<file path="config.mk">
export PLATFORM = sky130hd
export DESIGN_NAME = id_queue_flat
export DESIGN_NICKNAME = d
export VERILOG_FILES = /design/src/rtl/id_queue_if.sv /design/src/rtl/id_queue.sv /design/src/flat_wrapper.sv
export SDC_FILE = /design/constraint.sdc
export NUM_CORES = 1
export LEC_CHECK = 0
export ABC_CLOCK_PERIOD_IN_PS = 5100
export CAP_MARGIN = 20
export CELL_PAD_IN_SITES_DETAIL_PLACEMENT = 1
export CELL_PAD_IN_SITES_GLOBAL_PLACEMENT = 2
export CORE_MARGIN = 1
export CORE_UTILIZATION = 43
export CTS_BUF_LIST = sky130_fd_sc_hd__clkbuf_8
export CTS_CLUSTER_SIZE = 16
export DETAILED_ROUTE_END_ITERATION = 6
export PLACE_DENSITY = 0.87
export SKIP_LAST_GASP = 1
export SYNTH_ARGS = -nofsm -noshare
export SYNTH_HDL_FRONTEND = slang
export SYNTH_SLANG_ARGS = --single-unit
</file>
<file path="constraint.sdc">
create_clock -name clk -period 5.1 [get_ports clk]
set_input_delay 1.53 -clock clk [delete_from_list [all_inputs] [get_ports clk]]
set_output_delay 1.53 -clock clk [all_outputs]
set_load 0.01 [all_outputs]
</file>
<file path="src/rtl/id_queue_if.sv">
// id_queue_if -- fetch-side and execute-side handshake bundle for id_queue.
//
// Parameters:
//   IW  instruction width
//   AW  instruction address width
//
// Signals:
//   in_valid / in_ready      fetch handshake
//   in_instr / in_pc         fetched instruction and its address
//   out_valid / out_ready    execute handshake
//   out_instr / out_pc       issued instruction and its address
//   out_p0, out_p1, out_dst  decoded register addresses
//   out_rd0, out_rd1, out_we port-0 read, port-1 read, register write enables
//   out_bad                  privilege violation flag for the issued instruction
//
// Modports:
//   master  the environment: drives the fetch side and out_ready
//   slave   the queue: accepts fetches, drives the issued instruction
interface id_queue_if #(
    parameter int IW = 16,
    parameter int AW = 16
);
    logic          in_valid;
    logic          in_ready;
    logic [IW-1:0] in_instr;
    logic [AW-1:0] in_pc;

    logic          out_valid;
    logic          out_ready;
    logic [IW-1:0] out_instr;
    logic [AW-1:0] out_pc;
    logic [3:0]    out_p0;
    logic [3:0]    out_p1;
    logic [3:0]    out_dst;
    logic          out_rd0;
    logic          out_rd1;
    logic          out_we;
    logic          out_bad;

    modport master (
        output in_valid, in_instr, in_pc, out_ready,
        input  in_ready, out_valid, out_instr, out_pc,
        input  out_p0, out_p1, out_dst, out_rd0, out_rd1, out_we, out_bad
    );

    modport slave (
        input  in_valid, in_instr, in_pc, out_ready,
        output in_ready, out_valid, out_instr, out_pc,
        output out_p0, out_p1, out_dst, out_rd0, out_rd1, out_we, out_bad
    );
endinterface

</file>
<file path="src/rtl/id_queue.sv">
// id_queue -- instruction queue with decode-on-issue output register.
//
// Fetched instructions are held in a circular buffer of DEPTH entries and
// moved in order into a registered issue stage, where the register fields,
// enables and a privilege violation flag are decoded.  A load (opcode 3)
// sitting in the issue register blocks a dependent head for one bubble
// cycle.  flush discards everything held, including a same-cycle push.
//
// Parameters:
//   DEPTH  queue entries (power of two, >= 2)
//   IW     instruction width (decode uses bits [15:0])
//   AW     instruction address width
//
// Ports:
//   clk    rising-edge clock
//   rst_n  asynchronous active-low reset
//   bus    id_queue_if.slave: fetch handshake in, decoded issue out
//   flush  redirect; empties the queue and the issue register
//   mode   privilege mode (2'b01 = user)
//   count  queue occupancy (issue register not included)
//
// Configuration macro:
//   ID_QUEUE_BYPASS_EN  when defined, an instruction arriving at an empty
//                       queue loads the issue register directly (1-cycle
//                       latency) instead of passing through the buffer.
module id_queue #(
    parameter int DEPTH = 4,
    parameter int IW    = 16,
    parameter int AW    = 16
) (
    input  logic                     clk,
    input  logic                     rst_n,
    id_queue_if.slave                bus,
    input  logic                     flush,
    input  logic [1:0]               mode,
    output logic [$clog2(DEPTH):0]   count
);

    localparam int PW = $clog2(DEPTH);
    localparam int CW = PW + 1;

    typedef struct packed {
        logic [3:0] p0;
        logic [3:0] p1;
        logic [3:0] dst;
        logic       rd0;
        logic       rd1;
        logic       we;
        logic       bad;
    } dec_t;

    function automatic dec_t decode(input logic [15:0] ins, input logic [1:0] md);
        dec_t d;
        d = '0;
        case (ins[15:12])
            4'h0, 4'h1, 4'h2: begin
                d.p0  = ins[7:4];
                d.p1  = ins[3:0];
                d.dst = ins[11:8];
                d.rd0 = 1'b1;
                d.rd1 = 1'b1;
                d.we  = (ins[11:8] != 4'h0);
            end
            4'h3: begin
                d.p0  = ins[7:4];
                d.dst = ins[11:8];
                d.rd0 = 1'b1;
                d.we  = (ins[11:8] != 4'h0);
            end
            4'h4: begin
                d.p0  = ins[7:4];
                d.p1  = ins[11:8];
                d.rd0 = 1'b1;
                d.rd1 = 1'b1;
            end
            4'h5, 4'h6, 4'h7: begin
                d.p0  = ins[11:8];
                d.dst = ins[11:8];
                d.rd0 = 1'b1;
                d.we  = (ins[11:8] != 4'h0);
            end
            4'h9: begin
                d.dst = 4'hC;
                d.we  = 1'b1;
            end
            4'hA: begin
                d.p0  = ins[11:8];
                d.rd0 = 1'b1;
            end
            4'hC: begin
                d.p1  = ins[11:8];
                d.rd1 = !ins[1];
            end
            4'hE: begin
                d.dst = ins[11:8];
                d.we  = (ins[11:8] != 4'h0);
            end
            default: ;
        endcase
        // Only addresses actually read or written count toward the user-mode check.
        d.bad = ((md == 2'b01) &&
                 ((d.rd0 && (d.p0  > 4'hC)) ||
                  (d.rd1 && (d.p1  > 4'hC)) ||
                  (d.we  && (d.dst > 4'hC)))) ||
                ((ins[15:12] == 4'hE) && !md[1]);
        return d;
    endfunction

    logic [IW-1:0] mem_instr [DEPTH];
    logic [AW-1:0] mem_pc    [DEPTH];
    logic [PW-1:0] rd_ptr;
    logic [PW-1:0] wr_ptr;

    logic          slot_free;
    logic          have_head;
    logic [IW-1:0] cand_instr;
    logic [AW-1:0] cand_pc;
    dec_t          cand_dec;
    logic          hazard;
    logic          issue;
    logic          take_bypass;
    logic          push;

    assign bus.in_ready = (count < CW'(DEPTH));

    // The candidate is the queue head, or the incoming instruction when the
    // queue is empty (only used if bypass is compiled in).
    always_comb begin
        slot_free  = !bus.out_valid || bus.out_ready;
        have_head  = (count != '0);
        cand_instr = have_head ? mem_instr[rd_ptr] : bus.in_instr;
        cand_pc    = have_head ? mem_pc[rd_ptr]    : bus.in_pc;
        cand_dec   = decode(cand_instr[15:0], mode);
        hazard     = bus.out_valid && (bus.out_instr[15:12] == 4'h3) &&
                     (bus.out_dst != 4'h0) &&
                     ((cand_dec.rd0 && (cand_dec.p0 == bus.out_dst)) ||
                      (cand_dec.rd1 && (cand_dec.p1 == bus.out_dst)));
        issue      = have_head && slot_free && !hazard && !flush;
`ifdef ID_QUEUE_BYPASS_EN
        take_bypass = !have_head && slot_free && bus.in_valid && !hazard && !flush;
`else
        take_bypass = 1'b0;
`endif
        push       = bus.in_valid && bus.in_ready && !take_bypass && !flush;
    end

    always_ff @(posedge clk) begin
        if (push) begin
            mem_instr[wr_ptr] <= bus.in_instr;
            mem_pc[wr_ptr]    <= bus.in_pc;
        end
    end

    always_ff @(posedge clk or negedge rst_n) begin
        if (!rst_n) begin
            rd_ptr <= '0;
            wr_ptr <= '0;
            count  <= '0;
        end else if (flush) begin
            rd_ptr <= '0;
            wr_ptr <= '0;
            count  <= '0;
        end else begin
            if (push) begin
                wr_ptr <= wr_ptr + PW'(1);
            end
            if (issue) begin
                rd_ptr <= rd_ptr + PW'(1);
            end
            count <= count + CW'(push) - CW'(issue);
        end
    end

    // Issue register: the bubble after an accepted load falls out naturally,
    // since the load leaves (out_valid drops) while the hazard still blocks
    // the head, and the next cycle sees no load in the register.
    always_ff @(posedge clk or negedge rst_n) begin
        if (!rst_n) begin
            bus.out_valid <= 1'b0;
            bus.out_instr <= '0;
            bus.out_pc    <= '0;
            bus.out_p0    <= '0;
            bus.out_p1    <= '0;
            bus.out_dst   <= '0;
            bus.out_rd0   <= 1'b0;
            bus.out_rd1   <= 1'b0;
            bus.out_we    <= 1'b0;
            bus.out_bad   <= 1'b0;
        end else if (flush) begin
            bus.out_valid <= 1'b0;
        end else if (issue || take_bypass) begin
            bus.out_valid <= 1'b1;
            bus.out_instr <= cand_instr;
            bus.out_pc    <= cand_pc;
            bus.out_p0    <= cand_dec.p0;
            bus.out_p1    <= cand_dec.p1;
            bus.out_dst   <= cand_dec.dst;
            bus.out_rd0   <= cand_dec.rd0;
            bus.out_rd1   <= cand_dec.rd1;
            bus.out_we    <= cand_dec.we;
            bus.out_bad   <= cand_dec.bad;
        end else if (bus.out_ready) begin
            bus.out_valid <= 1'b0;
        end
    end

endmodule
</file>
<file path="src/flat_wrapper.sv">
// flat-port wrapper written by rule: the top's interface ports become plain ports
module id_queue_flat 
#(
    parameter int DEPTH = 4,
    parameter int IW    = 16,
    parameter int AW    = 16
)
  (clk, rst_n, flush, mode, count, bus_in_valid, bus_in_instr, bus_in_pc, bus_out_ready, bus_in_ready, bus_out_valid, bus_out_instr, bus_out_pc, bus_out_p0, bus_out_p1, bus_out_dst, bus_out_rd0, bus_out_rd1, bus_out_we, bus_out_bad);
  id_queue_if #(.IW(IW), .AW(AW)) bus_i ();
  input  logic clk;
  input  logic rst_n;
  input  logic flush;
  input  logic [1:0] mode;
  output logic [$clog2(DEPTH):0] count;
  input wire logic [$bits(bus_i.in_valid)-1:0] bus_in_valid;
  input wire logic [$bits(bus_i.in_instr)-1:0] bus_in_instr;
  input wire logic [$bits(bus_i.in_pc)-1:0] bus_in_pc;
  input wire logic [$bits(bus_i.out_ready)-1:0] bus_out_ready;
  output wire logic [$bits(bus_i.in_ready)-1:0] bus_in_ready;
  output wire logic [$bits(bus_i.out_valid)-1:0] bus_out_valid;
  output wire logic [$bits(bus_i.out_instr)-1:0] bus_out_instr;
  output wire logic [$bits(bus_i.out_pc)-1:0] bus_out_pc;
  output wire logic [$bits(bus_i.out_p0)-1:0] bus_out_p0;
  output wire logic [$bits(bus_i.out_p1)-1:0] bus_out_p1;
  output wire logic [$bits(bus_i.out_dst)-1:0] bus_out_dst;
  output wire logic [$bits(bus_i.out_rd0)-1:0] bus_out_rd0;
  output wire logic [$bits(bus_i.out_rd1)-1:0] bus_out_rd1;
  output wire logic [$bits(bus_i.out_we)-1:0] bus_out_we;
  output wire logic [$bits(bus_i.out_bad)-1:0] bus_out_bad;
  assign bus_i.in_valid = bus_in_valid;
  assign bus_i.in_instr = bus_in_instr;
  assign bus_i.in_pc = bus_in_pc;
  assign bus_i.out_ready = bus_out_ready;
  assign bus_in_ready = bus_i.in_ready;
  assign bus_out_valid = bus_i.out_valid;
  assign bus_out_instr = bus_i.out_instr;
  assign bus_out_pc = bus_i.out_pc;
  assign bus_out_p0 = bus_i.out_p0;
  assign bus_out_p1 = bus_i.out_p1;
  assign bus_out_dst = bus_i.out_dst;
  assign bus_out_rd0 = bus_i.out_rd0;
  assign bus_out_rd1 = bus_i.out_rd1;
  assign bus_out_we = bus_i.out_we;
  assign bus_out_bad = bus_i.out_bad;
  id_queue #(.DEPTH(DEPTH), .IW(IW), .AW(AW)) u_core (.clk(clk), .rst_n(rst_n), .bus(bus_i), .flush(flush), .mode(mode), .count(count));
endmodule
</file>
Word level (Yosys, flattened, before mapping)
Memory sizes are Yosys's and may differ from the RTL's. A register that Yosys moved wholly into a read port is not among the register bits.
Cells that the tools add are included.
W data, S select, Z words.
{"block": "totals", "reg_bits": 40, "ram_bits": 128, "inputBits": 39, "out_inout_bits": 53, "word_cells": 96, "mem_count": 2}
{"name": "u_core.mem_instr", "depth": 4, "width": 16, "read_ports": 1, "rd_clocked_by_memory_dff": 0, "wr": 1, "line": "id_queue.sv:109", "text": "logic [IW-1:0] mem_instr [DEPTH];"}
{"name": "u_core.mem_pc", "depth": 4, "width": 16, "read_ports": 1, "rd_clocked_by_memory_dff": 1, "wr": 1, "line": "id_queue.sv:110", "text": "logic [AW-1:0] mem_pc [DEPTH];"}
{"block": "op_classes", "add_sub_neg": 4, "magnitude_cmp": 4, "n_eq_ne": 15, "muxes": 17, "bitwise": 1, "reduce_logical": 41}
{"op": "$pmux W4 S2", "count": 3}
{"op": "$eq A4 B3 Y1 const B", "count": 4}
{"op": "$eq A4 B4 Y1 const B", "count": 4}
{"op": "$mux W16", "count": 1}
{"op": "$logic_and A1 B1 Y1", "count": 15}
{"op": "$eq A4 B2 Y1 const B", "count": 3}
{"op": "$gt A4 B4 Y1 const B", "count": 3}
{"op": "$reduce_or A9 Y1", "count": 1}
{"op": "$eq A4 B4 Y1", "count": 2}
{"op": "$mux W2", "count": 4}
{"op": "$reduce_bool A4 Y1", "count": 2}
{"op": "$reduce_or A4 Y1", "count": 2}
{"op": "$reduce_or A8 Y1", "count": 1}
{"op": "$logic_not A1 Y1", "count": 6}
{"op": "$mux W1", "count": 6}
{"op": "$reduce_bool A3 Y1", "count": 2}
{"op": "$logic_or A1 B1 Y1", "count": 5}
{"op": "$reduce_or A5 Y1", "count": 1}
{"op": "$add A2 B1 Y2 const B", "count": 2}
{"op": "$eq A4 B1 Y1 const B", "count": 1}
{"op": "$logic_not A4 Y1", "count": 1}
{"op": "$pmux W1 S2", "count": 2}
{"op": "$reduce_bool A2 Y1", "count": 2}
{"op": "$add A3 B1 Y3", "count": 1}
{"op": "other kinds (8)", "count": 8}

Depth between registers and ports, before layout
Gate-level depths: netlist (run 1).
{"block": "logic_depth", "word_depth": 14, "depth_mapped": 19, "mapped_depth_nobuf": 14}

Least setup slack after synthesis (run 1)
No wires, ideal clock.
{"block": "synth_timing", "path_type": "input to register", "start": "in bus_in_instr[12]", "end": "reg u_core.count[2]", "setup_ps": 132, "arrival_time_ps": 4394, "required_time_ps": 4968, "setup_slack_ps": 574, "cell_stages": 15, "cell_sequence": "mux2_4 or4_1 a21oi_2 nor2_1 xnor2_2 a311oi_2 buf_6 buf_6 ha_1 inv_1 ha_1 inv_1 fa_1 xnor2_1 nor2_1"}
{"block": "synth_via", "elab_chain_len": 13}
{"element": "start, declared", "line": "flat_wrapper.sv:16", "text": "input wire logic [$bits(bus_i.in_instr)-1:0] bus_in_instr;"}
{"element": "$mux W16 *", "line": "id_queue.sv:131", "text": "cand_instr = have_head ? mem_instr[rd_ptr] : bus.in_instr;"}
{"element": "$eq A4 B3 Y1, or another cell as far along", "line": "id_queue.sv:55", "text": "case (ins[15:12])"}
{"element": "$reduce_or A5 Y1 (no source line), or another cell as far along"}
{"element": "$pmux W4 S2", "line": "id_queue.sv:55"}
{"element": "$eq A4 B4 Y1, on equally long branches", "line": "id_queue.sv:136, id_queue.sv:137"}
{"element": "$logic_and A1 B1 Y1, on equally long branches", "line": "id_queue.sv:136, id_queue.sv:137"}
{"element": "$logic_or A1 B1 Y1 *", "line": "id_queue.sv:136", "text": "((cand_dec.rd0 && (cand_dec.p0 == bus.out_dst)) ||"}
{"element": "$logic_and A1 B1 Y1 *", "line": "id_queue.sv:135", "text": "(bus.out_dst != 4'h0) &&"}
{"element": "$logic_not A1 Y1 *", "line": "id_queue.sv:138", "text": "issue = have_head && slot_free && !hazard && !flush;"}
{"element": "$logic_and A1 B1 Y1 * (2 in series)", "line": "id_queue.sv:138"}
{"element": "$sub A3 B1 Y3 *", "line": "id_queue.sv:170", "text": "count <= count + CW'(push) - CW'(issue);"}
{"element": "$mux W3 *", "line": "id_queue.sv:159", "text": "end else if (flush) begin"}
{"element": "end signal, assigned", "line": "id_queue.sv:170"}
{"element": "end, declared", "line": "id_queue.sv:36", "text": "output logic [$clog2(DEPTH):0] count"}
Every way passes the cells marked *; elsewhere a longest branch is shown, timed or not.
A chain may end at the register's enable or synchronous reset.

Final worst setup path (run 1)
{"block": "layout_timing", "start": "in bus_in_instr[14]", "end": "reg u_core.count[2]"}
The elaborated chain is that of the path after synthesis.

==> reports/results.tsv, run 1 <==
stage	metric	value	unit
outcome	status	complete, no violations	
sta	count of final hold-check violations	0	
sta	Worst Skew	0.0113	ns
clocking	root buf cell	clkbuf_8	
clocking	CTS tree	built	
die	Cell Rows	48	
synthesis	Avg Cell Area, Syn	17.8	um^2
detailed_routing	drt first pass iters	4	
global_route	largest net degree at the start of global routing	49	
placement	pre-CTS setup slack	0.0768	ns
synthesis	sequential share of the synthesized area	67.7	%
synthesis	Mapped Nets	482	
setup_path	CP Capture Type	flop	
sta	FMAX	0.219	GHz
synthesis	fraction of registers with async set/reset	30.4	%
detailed_routing	DR vias/cell	5.49	
final_layout	antenna diode count	0	
detailed_routing	DR WL/cell	21.9	um
final_layout	share of cells above drive strength 1	24.3	%
synthesis	Yosys reg bits	184	
sta	Setup TNS	0	ns
die	I/O pins	92	
die	die area	18600	um^2
power_and_ir_drop	PwrDens	552	nW/um^2
clocking	hold_buf cts	0	
synthesis	Post-Syn Instances	436	
synthesis	number of flops mapped to enable cells by yosys	128	
clocking	number of setup buffers added after CTS	0	
global_route	first-pass GRT wire length	27300	um
synthesis	Top FF cell, synth	edfxtp_1	
sta	setup violators final	0	
setup_path	worst r2r path cells	10	
sta	Worst Hold Slack	0.495	ns
die	initial core utilization	44.3	%
clocking	CTS H-tree lvls	4	
sta	worst rel slew slack	32.6	%
detailed_routing	drt initial violations	218	
final_layout	FILL cells	1641	
sta	Tmin final	4.56	ns
detailed_routing	DR vias	4330	
die	die height	136	um
global_route	grt total ovfl	0	
sta	Final Worst Setup Slack	0.541	ns
worst_hold_path	worst min-delay path class	flop to flop	
clocking	Clock Pin Slew Worst Setup and Hold Paths	0.09	ns
synthesis	warnings from Yosys	0	
synthesis	Netlist cell types	51	
placement	Post-DP HPWL	11800	um
sta	RSZ-0062 raised after global routing	no	
power_and_ir_drop	Peak supply drop	0.256	mV
clocking	clk_lat worst skew	0.46	ns
power_and_ir_drop	total power	5.19	mW
die	Core ar.	17500	um^2
placement	dpl cells	756	
global_route	GRT Total Usage	20.3	%
clocking	CTS Buf Count	17	
die	Die W	136	um
job	total of max-cap violations	0	
global_route	initial antenna violation count	0	
final_layout	fin cells	788	
final_layout	most common cell after layout, fill and taps aside	edfxtp_1	
power_and_ir_drop	leakage power	3.33	nW
detailed_routing	Antenna Nets Post-Route	0	
final_layout	# nets final	596	
detailed_routing	DRC errors left	0	
setup_path	crit-path max FO	10	
final_layout	most frequent cells in the layout	edfxtp_1, clkdlybuf4s50_1, dfrtp_1	
setup_path	WP data required	5.43	ns
final_layout	area grow syn2layout	21.4	%
detailed_routing	final WL	17300	um
setup_path	crit path kind	primary input to flop	
clocking	clk buf depth	2	
setup_path	CP arrival	4.89	ns
synthesis	mapped cell area	7750	um^2
sta	Final Cycle Share	89.4	%
placement	port bufs	91	
clocking	post_cts resized	0	
clocking	Clock Sinks	184	
sta	Worst Max-Slew Pin Slew	1.01	ns
placement	Placer Congestion	0.919	
global_route	vias in the first global route	4811	
sta	Max Slew Vio Count	0	
worst_hold_path	WHS Path Cells	1	
setup_path	Startpoint Class	primary input	
-- metrics by stage --
step	utilization, %	area, um^2
final	53.8	9410
after global routing	53.8	9410
after CTS	53.8	9410
after detailed placement	51.7	9030
after global placement	51.7	9030
after floorplan	-	7750
-- cells in the mapped netlist, types with 4 or more instances --
cell	count	area, um^2
o2111ai_1	5	43.8
inv_1	16	60.1
clkbuf_1	5	18.8
nand3_1	4	20.0
ha_1	6	75.1
a21oi_1	5	25.0
o22ai_1	8	50.1
o21ai_0	6	30.0
mux2_1	22	248
mux2_2	29	327
buf_2	8	40.0
dfrtp_1	56	1400
nand2_1	13	48.8
mux4_2	32	721
mux2_4	4	60.1
and2_1	5	31.3
edfxtp_1	128	3840
xnor2_1	5	43.8
mux2i_1	17	170
nor2_1	15	56.3
-- final cells by class --
cell class	count	area, um^2	area share (%)
inverters	16	60.1	0.639
repair buffers	114	1090	11.6
clock buffers	17	234	2.49
multi-input cells	217	2350	25.0
well taps	225	282	2.99
flip-flops and latches	184	5250	55.8
clock inverters	15	143	1.52
-- kinds of logic (layout without fill, tap and decap cells) --
family                     after synthesis  after routing  share of synthesized area, %
and+or+nand+nor                         57             57                          3.86
buffers and inverters                   35            162                          2.21
AOI/OAI and AO/OA                       40             40                          4.04
adders and majority gates                8              8                          1.36
muxes                                  105            105                          20.0
DFF                                    184            184                          67.7
xor gates and xnor gates                 7              7                         0.888
-- critical path, cell delays in order --
cell	delay [ns]
clkdlybuf4s50_1	0.48
buf_4	0.19
mux2_2	0.36
a2111oi_2	0.44
or3_1	0.17
nand4b_1	0.12
o31ai_2	0.37
a311oi_4	0.08
ha_1	0.29
inv_1	0.06
ha_1	0.13
inv_1	0.05
fa_1	0.37
xnor2_1	0.17
nor2_1	0.06
-- power by group --
group / switching (mW) / total (mW) / internal [mW] / leakage [nW]
combinational: 1.06 / 2.20 / 1.14 / 1.30
clock: 0.540 / 0.935 / 0.395 / 0.183
sequential: 0.185 / 2.06 / 1.87 / 1.84
-- metal layers --
layer  up-vias  GRT usage (%)  share of wire [%]
met4         0           6.23                1.2
met5         -              0                  0
li1       1943              -                  -
met1      2263           27.0                 46
met3        17           3.91                4.2
met2       107           33.5                 49
-- flip-flops by register name (all words and copies together) (netlist names) --
signal / flops
u_core.bus.out_rd1: 1
u_core.bus.out_p1: 4
u_core.mem_instr: 64
u_core.bus.out_dst: 4
u_core.rd_ptr: 2
u_core.bus.out_rd0: 1
u_core.bus.out_pc: 16
u_core.bus.out_valid: 1
u_core.bus.out_we: 1
u_core.count: 3
u_core.bus.out_bad: 1
u_core.bus.out_p0: 4
u_core.mem_pc: 64
u_core.bus.out_instr: 16
u_core.wr_ptr: 2
-- final timing paths --
kind                       slack [ns]                                   end                             start
min in group asynchronous        1.05  u_core.bus.out_instr[11]$_DFFE_PN0P_                             rst_n
max                              0.54             u_core.count[2]$_DFF_PN0_                  bus_in_instr[14]
min reg2reg                      0.49      u_core.bus.out_pc[8]$_DFFE_PN0P_  u_core.bus.out_pc[8]$_DFFE_PN0P_
max in group asynchronous        3.12          u_core.rd_ptr[0]$_DFFE_PN0P_                             rst_n
min                              0.49      u_core.bus.out_pc[8]$_DFFE_PN0P_  u_core.bus.out_pc[8]$_DFFE_PN0P_
max reg2reg                      0.84   u_core.bus.out_instr[6]$_DFFE_PN0P_      u_core.rd_ptr[0]$_DFFE_PN0P_
Note: power is estimated with default switching activity, not from simulation.
==> inputs of run 2 (changes only) <==
--- a/config.mk
+++ b/config.mk
@@ -9,7 +9,7 @@
 export CAP_MARGIN = 20
 export CELL_PAD_IN_SITES_DETAIL_PLACEMENT = 1
 export CELL_PAD_IN_SITES_GLOBAL_PLACEMENT = 2
-export CORE_MARGIN = 1
+export CORE_MARGIN = 1.5
 export CORE_UTILIZATION = 43
 export CTS_BUF_LIST = sky130_fd_sc_hd__clkbuf_8
 export CTS_CLUSTER_SIZE = 16
==> reports/results.tsv, run 2 (same netlist as run 1, synthesis figures left out) <==
stage	metric	value	unit
outcome	status	complete, no violations	
die	I/O pins	92	
sta	Worst Skew	0.0152	ns
clocking	post_cts resized	0	
sta	FMAX	0.215	GHz
setup_path	Cell Chain, Critical Path	clkdlybuf4s50_1, nor3b_1, buf_4, o311ai_1, o211ai_2, xnor2_1, nor3_2, a311oi_4, ha_1, inv_1, ha_1, inv_1, fa_1, xnor2_1, nor2_1	
final_layout	fin util	53.7	%
sta	RSZ-0062 raised after global routing	no	
detailed_routing	drt initial violations	234	
setup_path	crit path kind	primary input to flop	
placement	Post-DP HPWL	11400	um
setup_path	WP data required	5.41	ns
power_and_ir_drop	leakage power	3.33	nW
clocking	clk_lat worst skew	0.45	ns
clocking	Clock Sinks	184	
global_route	M1 GR Usage	27.8	%
die	die area	18800	um^2
placement	Placer Congestion	0.855	
clocking	CTS Buf Count	17	
detailed_routing	DRC errors left	0	
global_route	GRT Total Usage	19.8	%
detailed_routing	DR WL/cell	22.0	um
global_route	GRT busiest layer	met2	
setup_path	CP arrival	4.96	ns
power_and_ir_drop	total power	5.18	mW
final_layout	FILL cells	1618	
sta	Worst Hold Slack	0.499	ns
setup_path	crit-path max FO	7	
sta	Worst Max-Slew Pin Slew	0.934	ns
power_and_ir_drop	PwrDens	552	nW/um^2
clocking	Clock Pin Slew Worst Setup and Hold Paths	0.09	ns
clocking	number of setup buffers added after CTS	0	
final_layout	most common cell after layout, fill and taps aside	edfxtp_1	
detailed_routing	DR vias/cell	5.54	
global_route	grt total ovfl	0	
global_route	initial antenna violation count	0	
worst_hold_path	worst min-delay path class	flop to flop	
final_layout	share of cells above drive strength 1	23.7	%
setup_path	Slowest-stage cell, CP	clkdlybuf4s50_1	
die	Cell Rows	48	
power_and_ir_drop	Peak supply drop	0.239	mV
clocking	clk buf depth	2	
job	total of max-cap violations	0	
detailed_routing	drt first pass iters	5	
final_layout	Multi-input gate area	2350	um^2
final_layout	# nets final	594	
setup_path	Startpoint Class	primary input	
clocking	CTS H-tree lvls	4	
sta	Final Cycle Share	91.2	%
die	Die W	137	um
die	Core ar.	17500	um^2
detailed_routing	Antenna Nets Post-Route	0	
sta	count of final hold-check violations	0	
clocking	CTS tree	built	
global_route	first-pass GRT wire length	27400	um
final_layout	largest registers	u_core.mem_instr (64), u_core.mem_pc (64)	
setup_path	worst stage delay on the critical path	0.64	ns
sta	worst rel slew slack	37.7	%
clocking	root buf cell	clkbuf_8	
global_route	vias in the first global route	4772	
clocking	hold_buf cts	0	
global_route	M2 GR Usage	31.9	%
die	die height	137	um
final_layout	area grow syn2layout	21.1	%
setup_path	CP Capture Type	flop	
final_layout	Sequential Area	5250	um^2
die	initial core utilization	44.3	%
final_layout	antenna diode count	0	
detailed_routing	final WL	17300	um
global_route	largest net degree at the start of global routing	49	
global_route	met3 usage	4.27	%
detailed_routing	DR vias	4357	
sta	setup violators final	0	
sta	Setup TNS	0	ns
sta	Max Slew Vio Count	0	
sta	Final Worst Setup Slack	0.450	ns
sta	Tmin final	4.65	ns
placement	pre-CTS setup slack	0.0652	ns
final_layout	most frequent cells in the layout	edfxtp_1, clkdlybuf4s50_1, dfrtp_1	
placement	port bufs	91	
## run 2: changes by cell type in the layout (fill, tap and decap cells not counted)
| cell | previous run | this run |
|---|---|---|
| clkinv_4 | 4 | 2 |
| inv_1 | 16 | 19 |
| inv_6 | 4 | 2 |
| inv_8 | 1 | 0 |
| clkinv_2 | 1 | 3 |
| clkbuf_8 | 17 | 19 |
| buf_4 | 22 | 20 |
| clkinvlp_4 | 3 | 2 |
| clkinv_1 | 1 | 0 |
## run 2: routing by layer
layer,up-vias,share of wire [%]
li1,1933,-
met1,2298,47
met2,118,49
met3,8,4.1
met4,0,0.55
met5,-,0
## run 2: path summary, 6_finish.rpt
check                                                        from                           endpoint  slack [ns]  depth (start not counted)
worst min register to register  u_core.bus.out_pc[15]$_DFFE_PN0P_  u_core.bus.out_pc[15]$_DFFE_PN0P_        0.50                          1
worst max-delay path                             bus_in_instr[12]          u_core.count[2]$_DFF_PN0_        0.45                         15
min in group asynchronous                                   rst_n   u_core.bus.out_p0[3]$_DFFE_PN0P_        1.21                          1
max in group asynchronous                                   rst_n   u_core.bus.out_pc[3]$_DFFE_PN0P_        3.00                          2
worst max register to register       u_core.rd_ptr[0]$_DFFE_PN0P_          u_core.count[2]$_DFF_PN0_        0.82                         15
worst min-delay path            u_core.bus.out_pc[15]$_DFFE_PN0P_  u_core.bus.out_pc[15]$_DFFE_PN0P_        0.50                          1
## run 2: report_power, final
part / total (mW) / leakage [nW] / switching [mW] / internal, mW
Clock: 0.923 / 0.196 / 0.514 / 0.410
Sequential: 2.07 / 1.84 / 0.199 / 1.87
Combinational: 2.18 / 1.29 / 1.05 / 1.13
## run 2: stage by stage
stage                     cells  area (um^2)
after detailed placement    754         9010
after global placement      754         9010
after floorplan             436         7750
after global routing        786         9380
after CTS                   786         9380
final                       786         9380
## run 2: worst max-delay path: cells and delay by family
kind	cells	cell delay [ns]
buffers and inverters	4	0.92
adders and majority gates	3	0.81
AOI/OAI and AO/OA	3	0.78
and+or+nand+nor	3	0.53
xor gates and xnor gates	2	0.38
## run 2: area by class of cell
class / count / share of cell area (%)
multi-input cells: 217 / 25.0
repair buffers: 112 / 11.5
inverters: 16 / 0.640
well taps: 225 / 3.00
clock buffers: 19 / 2.79
flip-flops and latches: 184 / 55.9
clock inverters: 13 / 1.13
==> inputs of run 3 (changes only) <==
--- a/config.mk
+++ b/config.mk
@@ -15,6 +15,7 @@
 export CTS_CLUSTER_SIZE = 16
 export DETAILED_ROUTE_END_ITERATION = 6
 export PLACE_DENSITY = 0.87
+export REMOVE_ABC_BUFFERS = 1
 export SKIP_LAST_GASP = 1
 export SYNTH_ARGS = -nofsm -noshare
 export SYNTH_HDL_FRONTEND = slang
==> reports/results.tsv, run 3 (same netlist as run 1, synthesis figures left out) <==
stage	metric	value	unit
power_and_ir_drop	PwrDens	553	nW/um^2
sta	Worst Max-Slew Pin Slew	1.00	ns
final_layout	most common cell after layout, fill and taps aside	edfxtp_1	
setup_path	WP data required	5.41	ns
global_route	GRT Total Usage	20.5	%
placement	Placer Congestion	0.827	
detailed_routing	DR vias	4354	
setup_path	Startpoint Class	primary input	
detailed_routing	final WL	17800	um
placement	port bufs	91	
detailed_routing	drt first pass iters	4	
clocking	clk buf depth	2	
detailed_routing	DR WL/cell	22.7	um
die	Die W	137	um
clocking	root buf cell	clkbuf_8	
final_layout	antenna diode count	0	
sta	setup violators final	0	
global_route	initial antenna violation count	0	
global_route	vias in the first global route	4860	
final_layout	share of cells above drive strength 1	23.7	%
setup_path	crit-path max FO	9	
clocking	number of setup buffers added after CTS	0	
sta	worst rel slew slack	33.3	%
power_and_ir_drop	Peak supply drop	0.220	mV
sta	Final Cycle Share	92.2	%
sta	RSZ-0062 raised after global routing	no	
sta	Worst Skew	0.0172	ns
setup_path	crit path kind	primary input to flop	
final_layout	area grow syn2layout	21.0	%
die	Cell Rows	48	
global_route	grt total ovfl	0	
global_route	first-pass GRT wire length	27800	um
detailed_routing	DR vias/cell	5.54	
setup_path	CP arrival	5.02	ns
die	die height	137	um
sta	Final Worst Setup Slack	0.397	ns
final_layout	# nets final	594	
sta	FMAX	0.213	GHz
clocking	Clock Sinks	184	
clocking	hold_buf cts	0	
clocking	Clock Pin Slew Worst Setup and Hold Paths	0.10	ns
clocking	CTS tree	built	
global_route	largest net degree at the start of global routing	49	
sta	Tmin final	4.70	ns
final_layout	fin util	53.7	%
placement	pre-CTS setup slack	-0.0621	ns
clocking	clk_lat worst skew	0.45	ns
sta	count of final hold-check violations	0	
detailed_routing	DRC errors left	0	
detailed_routing	Antenna Nets Post-Route	0	
placement	Post-DP HPWL	11800	um
sta	Max Slew Vio Count	0	
outcome	status	complete, no violations	
worst_hold_path	worst min-delay path class	flop to flop	
final_layout	largest registers	u_core.mem_instr (64), u_core.mem_pc (64)	
final_layout	most frequent cells in the layout	edfxtp_1, clkdlybuf4s50_1, dfrtp_1	
clocking	CTS H-tree lvls	4	
job	total of max-cap violations	0	
power_and_ir_drop	total power	5.19	mW
die	die area	18800	um^2
die	Core ar.	17500	um^2
die	I/O pins	92	
clocking	CTS Buf Count	17	
die	initial core utilization	44.3	%
power_and_ir_drop	leakage power	3.33	nW
detailed_routing	drt initial violations	297	
clocking	post_cts resized	0	
setup_path	CP Capture Type	flop	
## run 3: cell type report
class                   count  area (um^2)
repair buffers            112         1060
well taps                 225          282
fillers                  1623         8100
clock inverters            13          118
flip-flops and latches    184         5250
multi-input cells         217         2350
inverters                  16         60.1
clock buffers              19          262
## run 3: per-stage QoR
step           std cells  TNS (ns)  cell area [um^2]  hold slack [ns]
2_1_floorplan        417    -61.66              7640            0.529
3_3_place_gp         754         0              9000            0.469
3_5_place_dp         754   -0.0702              9000            0.476
4_1_cts              786         0              9380            0.498
5_1_grt              786         0              9380            0.516
6_report             786         0              9380            0.493
## run 3: worst paths after layout
path / endpoint / slack (ns) / startpoint / cells past startpoint
worst min register to register: u_core.bus.out_pc[3]$_DFFE_PN0P_ / 0.49 / u_core.bus.out_pc[3]$_DFFE_PN0P_ / 1
min in group asynchronous: u_core.bus.out_pc[8]$_DFFE_PN0P_ / 1.16 / rst_n / 1
worst max-delay path: u_core.count[2]$_DFF_PN0_ / 0.40 / bus_in_instr[14] / 14
worst max register to register: u_core.count[2]$_DFF_PN0_ / 0.71 / u_core.count[2]$_DFF_PN0_ / 15
max in group asynchronous: u_core.bus.out_instr[2]$_DFFE_PN0P_ / 2.99 / rst_n / 2
worst min-delay path: u_core.bus.out_pc[3]$_DFFE_PN0P_ / 0.49 / u_core.bus.out_pc[3]$_DFFE_PN0P_ / 1
## run 3: critical path, cell delays in order
cell and delay (ns):
clkdlybuf4s50_1 0.49, mux2i_1 0.70, o2111ai_1 0.30, a21oi_1 0.28, nand4b_1 0.16, o31ai_2 0.11, a311oi_4 0.29, ha_1 0.28
inv_1 0.06, ha_1 0.14, inv_1 0.05, fa_1 0.38, xnor2_1 0.19, nor2_1 0.06
## run 3: power by group
group          internal [mW]  total [mW]  switching [mW]
Sequential              1.87        2.04           0.173
Combinational           1.12        2.20            1.08
Clock                  0.417       0.941           0.524
Total                   3.41        5.19            1.78
## run 3: routing by layer
layer | global-route usage [%] | vias to the layer above | part of all wire (%)
met1 | 26.0 | 2290 | 42
li1 | - | 1935 | -
met3 | 4.19 | 15 | 4.4
met2 | 35.6 | 114 | 53
met4 | 5.91 | 0 | 1.5
met5 | 0 | - | 0
